<file path="src/rtl/change_dispenser_pkg.sv">
// Shared state codes, coin constants and greedy-selection helpers for the change dispenser.
// The optional coin counter is enabled by defining PAYOUT_COUNT_EN.
package change_dispenser_pkg;

  localparam logic [2:0] StIdle   = 3'd0;
  localparam logic [2:0] StSelect = 3'd1;
  localparam logic [2:0] StPulse  = 3'd2;
  localparam logic [2:0] StGap    = 3'd3;
  localparam logic [2:0] StFinish = 3'd4;

  localparam int unsigned COIN_Q = 25;
  localparam int unsigned COIN_D = 10;
  localparam int unsigned COIN_N = 5;

  localparam int unsigned COUNT_W   = 6;
  localparam int unsigned COUNT_MAX = 63;

  typedef enum logic [1:0] {
    CoinNone,
    CoinQ,
    CoinD,
    CoinN
  } coin_sel_e;

  // Largest coin that still fits in the balance; CoinNone below a nickel.
  function automatic coin_sel_e pick_coin(input int unsigned value);
    coin_sel_e sel;
    if (value >= COIN_Q) begin
      sel = CoinQ;
    end else if (value >= COIN_D) begin
      sel = CoinD;
    end else if (value >= COIN_N) begin
      sel = CoinN;
    end else begin
      sel = CoinNone;
    end
    return sel;
  endfunction

  function automatic int unsigned coin_value(input coin_sel_e sel);
    int unsigned value;
    case (sel)
      CoinQ:   value = COIN_Q;
      CoinD:   value = COIN_D;
      CoinN:   value = COIN_N;
      default: value = 0;
    endcase
    return value;
  endfunction

endpackage

</file>
<file path="src/rtl/change_dispenser_if.sv">
// Request/status bundle between the vending FSM (master) and the change dispenser (slave).
// coin_count exists only when PAYOUT_COUNT_EN is defined.
interface change_dispenser_if #(
  parameter int unsigned AMOUNT_W = 8
);

  logic                start;
  logic [AMOUNT_W-1:0] amount;
  logic                busy;
  logic                done;
  logic                coin_out_25;
  logic                coin_out_10;
  logic                coin_out_5;
  logic [AMOUNT_W-1:0] remaining;
  logic                error;
`ifdef PAYOUT_COUNT_EN
  logic [5:0]          coin_count;
`endif

`ifdef PAYOUT_COUNT_EN
  modport master (
    output start,
    output amount,
    input  busy,
    input  done,
    input  coin_out_25,
    input  coin_out_10,
    input  coin_out_5,
    input  remaining,
    input  error,
    input  coin_count
  );

  modport slave (
    input  start,
    input  amount,
    output busy,
    output done,
    output coin_out_25,
    output coin_out_10,
    output coin_out_5,
    output remaining,
    output error,
    output coin_count
  );
`else
  modport master (
    output start,
    output amount,
    input  busy,
    input  done,
    input  coin_out_25,
    input  coin_out_10,
    input  coin_out_5,
    input  remaining,
    input  error
  );

  modport slave (
    input  start,
    input  amount,
    output busy,
    output done,
    output coin_out_25,
    output coin_out_10,
    output coin_out_5,
    output remaining,
    output error
  );
`endif

endinterface

</file>
<file path="src/rtl/change_dispenser_payout_timer.sv">
// Loadable down-counter shared by the ejector pulse and settle-gap phases.
// Stops at zero; o_zero flags expiry. Unaffected by PAYOUT_COUNT_EN.
module change_dispenser_payout_timer #(
  parameter int unsigned TIMER_W = 8
) (
  input  logic               clk,
  input  logic               reset_n,
  input  logic               i_load,
  input  logic [TIMER_W-1:0] i_load_val,
  output logic               o_zero
);

  logic [TIMER_W-1:0] r_count;

  always_ff @(posedge clk or negedge reset_n) begin
    if (!reset_n) begin
      r_count <= '0;
    end else if (i_load) begin
      r_count <= i_load_val;
    end else if (r_count != '0) begin
      r_count <= r_count - TIMER_W'(1);
    end
  end

  assign o_zero = (r_count == '0);

endmodule

</file>
<file path="src/rtl/change_dispenser.sv">
// Converts a change amount into greedy 25/10/5 ejector pulses separated by settle gaps.
// Define PAYOUT_COUNT_EN to add the saturating coin_count output.
module change_dispenser
  import change_dispenser_pkg::*;
#(
  parameter int unsigned AMOUNT_W     = 8,
  parameter int unsigned PULSE_CYCLES = 12_500_000,
  parameter int unsigned GAP_CYCLES   = 12_500_000
) (
  input  logic               clk,
  input  logic               reset_n,
  change_dispenser_if.slave  bus
);

  localparam int unsigned TIMER_MAX = (PULSE_CYCLES > GAP_CYCLES) ? PULSE_CYCLES : GAP_CYCLES;
  localparam int unsigned TIMER_W   = $clog2(TIMER_MAX + 1);

  logic [2:0]          r_state;
  logic [2:0]          w_state_next;
  coin_sel_e           r_coin;
  coin_sel_e           w_coin_next;
  logic [AMOUNT_W-1:0] r_remaining;
  logic [AMOUNT_W-1:0] w_remaining_next;
  logic                r_error;
  logic                w_error_next;
  coin_sel_e           w_pick;
  logic                w_start_acc;
  logic                w_tmr_load;
  logic [TIMER_W-1:0]  w_tmr_val;
  logic                w_tmr_zero;

  assign w_pick      = pick_coin(32'(r_remaining));
  assign w_start_acc = (r_state == StIdle) && bus.start;

  change_dispenser_payout_timer #(
    .TIMER_W (TIMER_W)
  ) u_timer (
    .clk        (clk),
    .reset_n    (reset_n),
    .i_load     (w_tmr_load),
    .i_load_val (w_tmr_val),
    .o_zero     (w_tmr_zero)
  );

  always_comb begin
    w_state_next     = r_state;
    w_coin_next      = r_coin;
    w_remaining_next = r_remaining;
    w_error_next     = r_error;
    w_tmr_load       = 1'b0;
    w_tmr_val        = '0;
    case (r_state)
      StIdle: begin
        if (bus.start) begin
          w_remaining_next = bus.amount;
          w_error_next     = 1'b0;
          w_coin_next      = CoinNone;
          w_state_next     = StSelect;
        end
      end
      StSelect: begin
        if (w_pick != CoinNone) begin
          w_coin_next      = w_pick;
          w_remaining_next = r_remaining - AMOUNT_W'(coin_value(w_pick));
          w_tmr_load       = 1'b1;
          w_tmr_val        = TIMER_W'(PULSE_CYCLES - 1);
          w_state_next     = StPulse;
        end else begin
          // A 1..4 cent residual cannot be paid; it stays visible in remaining.
          w_error_next = (r_remaining != '0);
          w_state_next = StFinish;
        end
      end
      StPulse: begin
        if (w_tmr_zero) begin
          w_tmr_load   = 1'b1;
          w_tmr_val    = TIMER_W'(GAP_CYCLES - 1);
          w_state_next = StGap;
        end
      end
      StGap: begin
        if (w_tmr_zero) begin
          w_state_next = StSelect;
        end
      end
      StFinish: begin
        w_state_next = StIdle;
      end
      default: begin
        w_state_next = StIdle;
      end
    endcase
  end

  always_ff @(posedge clk or negedge reset_n) begin
    if (!reset_n) begin
      r_state     <= StIdle;
      r_coin      <= CoinNone;
      r_remaining <= '0;
      r_error     <= 1'b0;
    end else begin
      r_state     <= w_state_next;
      r_coin      <= w_coin_next;
      r_remaining <= w_remaining_next;
      r_error     <= w_error_next;
    end
  end

  // Ejector lines decode from state plus the latched coin, so at most one is ever high.
  assign bus.busy        = (r_state != StIdle);
  assign bus.done        = (r_state == StFinish);
  assign bus.coin_out_25 = (r_state == StPulse) && (r_coin == CoinQ);
  assign bus.coin_out_10 = (r_state == StPulse) && (r_coin == CoinD);
  assign bus.coin_out_5  = (r_state == StPulse) && (r_coin == CoinN);
  assign bus.remaining   = r_remaining;
  assign bus.error       = r_error;

`ifdef PAYOUT_COUNT_EN
  logic [COUNT_W-1:0] r_coin_count;

  always_ff @(posedge clk or negedge reset_n) begin
    if (!reset_n) begin
      r_coin_count <= '0;
    end else if (w_start_acc) begin
      r_coin_count <= '0;
    end else if ((r_state == StSelect) && (w_pick != CoinNone) &&
                 (r_coin_count != COUNT_W'(COUNT_MAX))) begin
      r_coin_count <= r_coin_count + COUNT_W'(1);
    end
  end

  assign bus.coin_count = r_coin_count;
`else
  logic w_unused;
  assign w_unused = w_start_acc;
`endif

endmodule

</file>
<file path="src/flat_wrapper.sv">
// flat-port wrapper written by rule: the top's interface ports become plain ports
module change_dispenser_flat import change_dispenser_pkg::*;
#(
  parameter int unsigned AMOUNT_W     = 8,
  parameter int unsigned PULSE_CYCLES = 12_500_000,
  parameter int unsigned GAP_CYCLES   = 12_500_000
)
  (clk, reset_n, bus_start, bus_amount, bus_busy, bus_done, bus_coin_out_25, bus_coin_out_10, bus_coin_out_5, bus_remaining, bus_error);
  change_dispenser_if #(.AMOUNT_W(AMOUNT_W)) bus_i ();
  input  logic clk;
  input  logic reset_n;
  input wire logic [$bits(bus_i.start)-1:0] bus_start;
  input wire logic [$bits(bus_i.amount)-1:0] bus_amount;
  output wire logic [$bits(bus_i.busy)-1:0] bus_busy;
  output wire logic [$bits(bus_i.done)-1:0] bus_done;
  output wire logic [$bits(bus_i.coin_out_25)-1:0] bus_coin_out_25;
  output wire logic [$bits(bus_i.coin_out_10)-1:0] bus_coin_out_10;
  output wire logic [$bits(bus_i.coin_out_5)-1:0] bus_coin_out_5;
  output wire logic [$bits(bus_i.remaining)-1:0] bus_remaining;
  output wire logic [$bits(bus_i.error)-1:0] bus_error;
  assign bus_i.start = bus_start;
  assign bus_i.amount = bus_amount;
  assign bus_busy = bus_i.busy;
  assign bus_done = bus_i.done;
  assign bus_coin_out_25 = bus_i.coin_out_25;
  assign bus_coin_out_10 = bus_i.coin_out_10;
  assign bus_coin_out_5 = bus_i.coin_out_5;
  assign bus_remaining = bus_i.remaining;
  assign bus_error = bus_i.error;
  change_dispenser #(.AMOUNT_W(AMOUNT_W), .PULSE_CYCLES(PULSE_CYCLES), .GAP_CYCLES(GAP_CYCLES)) u_core (.clk(clk), .reset_n(reset_n), .bus(bus_i));
endmodule
</file>
<file path="config.mk">
export PLATFORM = sky130hd
export DESIGN_NAME = change_dispenser_flat
export DESIGN_NICKNAME = d
export VERILOG_FILES = /design/src/rtl/change_dispenser_pkg.sv /design/src/rtl/change_dispenser_if.sv /design/src/rtl/change_dispenser_payout_timer.sv /design/src/rtl/change_dispenser.sv /design/src/flat_wrapper.sv
export SDC_FILE = /design/constraint.sdc
export NUM_CORES = 1
export LEC_CHECK = 0
export CORE_MARGIN = 2
export CORE_UTILIZATION = 30
export CTS_CLUSTER_SIZE = 28
export DETAILED_ROUTE_END_ITERATION = 7
export PLACE_DENSITY = 0.56
export SLEW_MARGIN = 25
export SYNTH_ARGS = -nofsm -noshare
export SYNTH_HDL_FRONTEND = slang
export SYNTH_SLANG_ARGS = --single-unit
export TNS_END_PERCENT = 1
</file>
<file path="constraint.sdc">
create_clock -name clk -period 3.96 [get_ports clk]
set_input_delay 0.99 -clock clk [delete_from_list [all_inputs] [get_ports clk]]
set_output_delay 0.99 -clock clk [all_outputs]
set_load 0.005 [all_outputs]
</file>
Word-level counts from Yosys, hierarchy flattened
Index checks and enable logic that the tools add are counted.
- flip-flop bits (word level): 38
- latch bits: 0
- bits in writable memories: 0
- bits in read-only memories: 0
- input port bits: 11
- output and inout bits: 14
- word-level logic and storage cells: 67
- memories kept: 0
- add/subtract/negate cells: 2
- $mul: 0
- divide/modulo/power cells: 0
- $lt $le $gt $ge: 3
- eq/ne operators: 15
- shift operators: 0
- mux-type cells: 28
- bitwise logic cells: 0
- reduce and logical (&&, ||, !) cells: 14
- operator list (cell ; count):
    24-bit 2-to-1 mux ; 4
    24-bit one-hot mux with 2 select lines ; 1
    8-bit 2-to-1 mux ; 4
    24-bit logical NOT ; 1
    24-bit nonzero test ; 1
    24-bit by 1-bit subtractor with 24-bit output (second input constant) ; 1
    8-bit one-hot mux with 2 select lines ; 1
    5-bit one-hot mux with 3 select lines ; 1
    3-bit 2-to-1 mux ; 4
    3-bit one-hot mux with 4 select lines ; 1
    2-bit 2-to-1 mux ; 5
    3-bit AND reduction ; 3
    2-bit equality test (second input constant) ; 4
    8-bit by 3-bit >= comparator with 1-bit output (second input constant) ; 1
    8-bit by 4-bit >= comparator with 1-bit output (second input constant) ; 1
    8-bit by 5-bit >= comparator with 1-bit output (second input constant) ; 1
    2-bit inequality test (second input constant) ; 4
    8-bit nonzero test ; 1
    8-bit subtractor ; 1
    3-bit by 2-bit equality test with 1-bit output (second input constant) ; 2
    2-bit nonzero test ; 3
    2-bit by 1-bit equality test with 1-bit output (second input constant) ; 2
    1-bit 2-to-1 mux ; 4
    1-bit one-hot mux with 2 select lines ; 2
    7 further kinds ; 9

Depth between registers and ports, before layout
- depth in word-level cells: 11
- depth in mapped cells: 13

By module
A second synthesis with hierarchy kept.
- cell total of the unflattened synthesis: 293
- area, all modules: 2580.0 sq um
- modules (own cells, without submodules) (module ; instances ; cells each ; area an instance (sq um)):
    change_dispenser_payout_timer ; 1 ; 164 ; 1506.4
    change_dispenser ; 1 ; 129 ; 1073.5

Worst setup path after synthesis
No wires, ideal clock.
- path type: register to register
- start: reg u_core.r_remaining[3], in the netlist u_core.bus.remaining[3]
- end: reg u_core.r_remaining[5], in the netlist u_core.bus.remaining[5]
- library setup time: 0.069 ns
- arrival time: 2.741 ns
- required time: 3.891 ns
- setup slack: 1.150 ns
- stages on the path, launching flop included: 11
- buffers on the path: 1
- cells stage by stage: dfrtp_1 clkbuf_1 o31a_1 o21ai_0 ha_1 ha_1 o21ai_0 a21oi_1 o21a_1 or4b_2 nand3_1
- word-level cells in the longest chain between the ends: 11
- ends and longest elaborated chain (element ; RTL line ; RTL):
    from (decl) ; change_dispenser.sv:22 ; logic [AMOUNT_W-1:0] r_remaining;
    from (signal assigned) ; change_dispenser.sv:104 ; r_remaining <= w_remaining_next;
    8-bit by 3-bit >= comparator with 1-bit output ; change_dispenser_pkg.sv:32 ; end else if (value >= COIN_N) begin
    2-bit 2-to-1 mux ; change_dispenser_pkg.sv:32 ;
    2-bit 2-to-1 mux ; change_dispenser_pkg.sv:30 ; end else if (value >= COIN_D) begin
    2-bit 2-to-1 mux ; change_dispenser_pkg.sv:28 ; if (value >= COIN_Q) begin
    2-bit equality test or 2-bit by 1-bit equality test with 1-bit output (tied branches) ; change_dispenser_pkg.sv:42 ; case (sel)
    5-bit one-hot mux with 3 select lines ; change_dispenser_pkg.sv:42 ;
    8-bit 2-to-1 mux ; change_dispenser.sv:62 ; if (w_pick != CoinNone) begin
    8-bit 2-to-1 mux ; change_dispenser.sv:52 ; case (r_state)
    8-bit subtractor ; change_dispenser.sv:64 ; w_remaining_next = r_remaining - AMOUNT_W'(coin_value(w_pick));
    8-bit 2-to-1 mux ; change_dispenser.sv:62 ;
    8-bit one-hot mux with 2 select lines ; change_dispenser.sv:52 ;
Parallel ways exist; a longest one is shown, timed or not. The select of a mux whose other input is x is not followed.
A chain may end at the register's enable or synchronous reset.

Worst setup path after layout
- start: reg u_core.r_state[0]
- end: out bus_coin_out_25
- word-level cells in the longest chain between the ends: 2
- ends and longest elaborated chain (element ; RTL line ; RTL):
    from (decl) ; change_dispenser.sv:18 ; logic [2:0] r_state;
    from (signal assigned) ; change_dispenser.sv:97 ; r_state <= StIdle;
    from (signal assigned) ; change_dispenser.sv:102 ; r_state <= w_state_next;
    3-bit by 2-bit equality test with 1-bit output ; change_dispenser.sv:112 ; assign bus.coin_out_25 = (r_state == StPulse) && (r_coin == CoinQ);
    1-bit logical AND ; change_dispenser.sv:112 ;
    to (decl) ; flat_wrapper.sv:16 ; output wire logic [$bits(bus_i.coin_out_25)-1:0] bus_coin_out_25;
No other way between the ends.

==> metrics.txt <==
CP Data Arrival Time 2.03 ns; dpl cell area 2780 um^2; Detail Placement HPWL 4.19 mm; Max IR drop VDD 0.000301 V; Routed Antenna Nets 0; CTS tree done; synth top area cells dfrtp_1 39%, ha_1 4.6%, o21ai_0 3.7%; total power 2.06 mW; worst hold margin 0.550 ns; post-route cell area 2870 um^2; CTS buffer count 5; Worst Skew 0.00443 ns; Worst Max-Slew Pin Slew 0.896 ns; Slew Limit Fails 0; outcome finished clean; Setup TNS Final 0 ns; CP max stage cell clkdlybuf4s50_1; cell taking the most area after synthesis dfrtp_1; initial antenna violation count 0; ys flop type dfrtp_1; PostCTS Resize Cnt 0; pwr dens 718 nW/um^2; nets 319; Compound-Gate Fraction of Synth Area 20.8%; Die Ht 94.3 um; Setup crit end kind output port; worst hold-check path type reg2reg; die area 8900 um^2; xor/xnor share of the synthesized area 1.43%; Mapped Nets 297; final worst path period share 76.2%; DR vias/cell 5.46; clock root buffer clkbuf_8; sequential area share after synthesis 38.8%; Setup WS post-layout 0.942 ns; post-DR wirelength/cell 15.0 um; Clk Latency, worst-skew pair 0.29 ns; most instantiated cells after synthesis 38 x dfrtp_1, 22 x nor2_1, 19 x nand2_1; r2r worst-path depth 11; LEAKAGE 1.05 nW; # hold bufs at CTS 0; Synth async-reset ratio 100%; first-pass iteration count of the detailed router 4; fraction of post-synthesis cell area in the top cell type by area 38.8%; FP Rows 32; post-synthesis simple-gate area fraction 28.5%; area grow syn2layout 17.3%; worst path required time 2.97 ns; largest net degree at the start of global routing 39; library cells used by synthesis 50; layout cells sized above 1 6.69%; Initial Utilization 31.4%; DR vias 2190; final routed DRC violation total 0; clk slew on worst S/H paths 0.08 ns; #FFs+latches synth 38; DR iter-0 viols 110; most common cell in the netlist dfrtp_1; RSZ-0062 raised after global routing false; chip width 94.3 um; Worst Path Max Fanout 6; H-tree lvl count 2; GR Overflow Total 0; min Tclk post-route 3.02 ns; buffer levels on the longest clock path 2; Port-buffer cells 24; final setup fails 0; vias in the first global route 2072; first-pass GRT wire length 10.3 mm; GRT Total Usage 14.8%; post-synthesis mux area share 1.23%; post-place setup slack 0.995 ns; WS Path Type reg2out; Diodes inserted 0; Slew headroom 40.2%; largest family of logic cells by synthesized area simple AND/OR/NAND/NOR gates; Filler Cell Count 788; delay of the slowest cell on the worst path 0.57 ns; routed wire length 6.02 mm; Hold Vio Cnt, Final 0; Ports 25; cells after synthesis 276; adder-cell share of the synthesized area 5.42%; Post-synth EDFFs 0; maxcap violations 0; clk sinks 38; Synth Warn # 0; GP Congestion 0.825; postcts setup bufs 0; cell area after synthesis 2450 um^2; syn avg cell area 8.87 um^2; Hold Path Depth 2; core area 7810 um^2; crit path cell chain nand2b_1 -> nor4b_1 -> clkdlybuf4s50_1; Fmax 331 MHz; critical path startpoint category register
-- worst paths after layout --
| path | from | end | slack (ns) |
|---|---|---|---|
| max | u_core.r_state[0] | bus_coin_out_25 | 0.94 |
| min | u_core.r_coin[1] | u_core.r_coin[1] | 0.55 |
| max reg2reg | u_core.bus.remaining[1] | u_core.bus.remaining[5] | 0.98 |
| min reg2reg | u_core.r_coin[1] | u_core.r_coin[1] | 0.55 |
| max in group asynchronous | reset_n | u_core.u_timer.r_count[23] | 2.58 |
| min in group asynchronous | reset_n | u_core.bus.remaining[1] | 0.81 |
-- cell families after synthesis --
| kind of cell | count (synthesis) |
|---|---|
| buffers and inverters | 23 |
| multiplexers | 3 |
| flip-flops | 38 |
| AO/OA/AOI/OAI | 75 |
| XOR/XNOR | 4 |
| AND/OR/NAND/NOR | 123 |
| adder cells (fa/ha/maj) | 10 |
-- area by class of cell --
cell class / count / area [um^2] / share of cell area, %
inverters: 12 / 45.0 / 1.57
repair buffers: 26 / 250 / 8.71
clock buffers: 7 / 86.3 / 3.01
clock inverters: 1 / 5.00 / 0.174
multi-input cells: 215 / 1410 / 49.0
well taps: 102 / 128 / 4.44
flip-flops and latches: 38 / 951 / 33.1
-- flip-flops by register name, summed over array words and instances (netlist names) --
name,flops
u_core.u_timer.r_count,24
u_core.bus.error,1
u_core.r_coin,2
u_core.r_state,3
u_core.bus.remaining,8
-- critical path: cells and delay by family (launching register included) --
| kind | cells | cell delay, ns |
|---|---|---|
| AND/OR/NAND/NOR | 2 | 0.73 |
| buffers and inverters | 1 | 0.57 |
| flip-flops | 1 | 0.44 |
-- power breakdown --
part           internal [mW]  leakage [nW]  switching [mW]  total (mW)
registers              0.541         0.430           0.215       0.756
logic                  0.495         0.571           0.524        1.02
clock network          0.141        0.0482           0.146       0.286
-- metrics by stage --
| stage | instances | utilization (%) |
|---|---|---|
| after global routing | 401 | 36.8 |
| final | 401 | 36.8 |
| after floorplan | 276 | - |
| after global placement | 393 | 35.6 |
| after detailed placement | 393 | 35.6 |
| after CTS | 401 | 36.8 |
-- routing by layer --
| layer | share of wire [%] | track usage, % | wire (um) |
|---|---|---|---|
| met1 | 49 | 20.3 | 2920 |
| met2 | 45 | 23.3 | 2700 |
| met3 | 5.1 | 2.71 | 305 |
| met4 | 1.6 | 5.43 | 95 |
| met5 | 0 | 0 | 0 |
-- layout by cell type (no fill, tap or decap), drive strengths merged, types with 4 or more instances in the layout --
master         Yosys  final
inv               12     12
nor2              22     22
or3b               4      4
clkdlybuf4s50      0     23
a21oi             16     16
dfrtp             38     38
nand2             19     19
ha                 9      9
nand3             15     15
or2                4      4
or3                5      5
nand2b            10     10
or4               13     13
clkbuf             9      7
o311ai             4      4
o21ai             18     18
nor3              11     11
nor4               4      4
o31ai             11     11
Power figures use the tool's default switching activity.
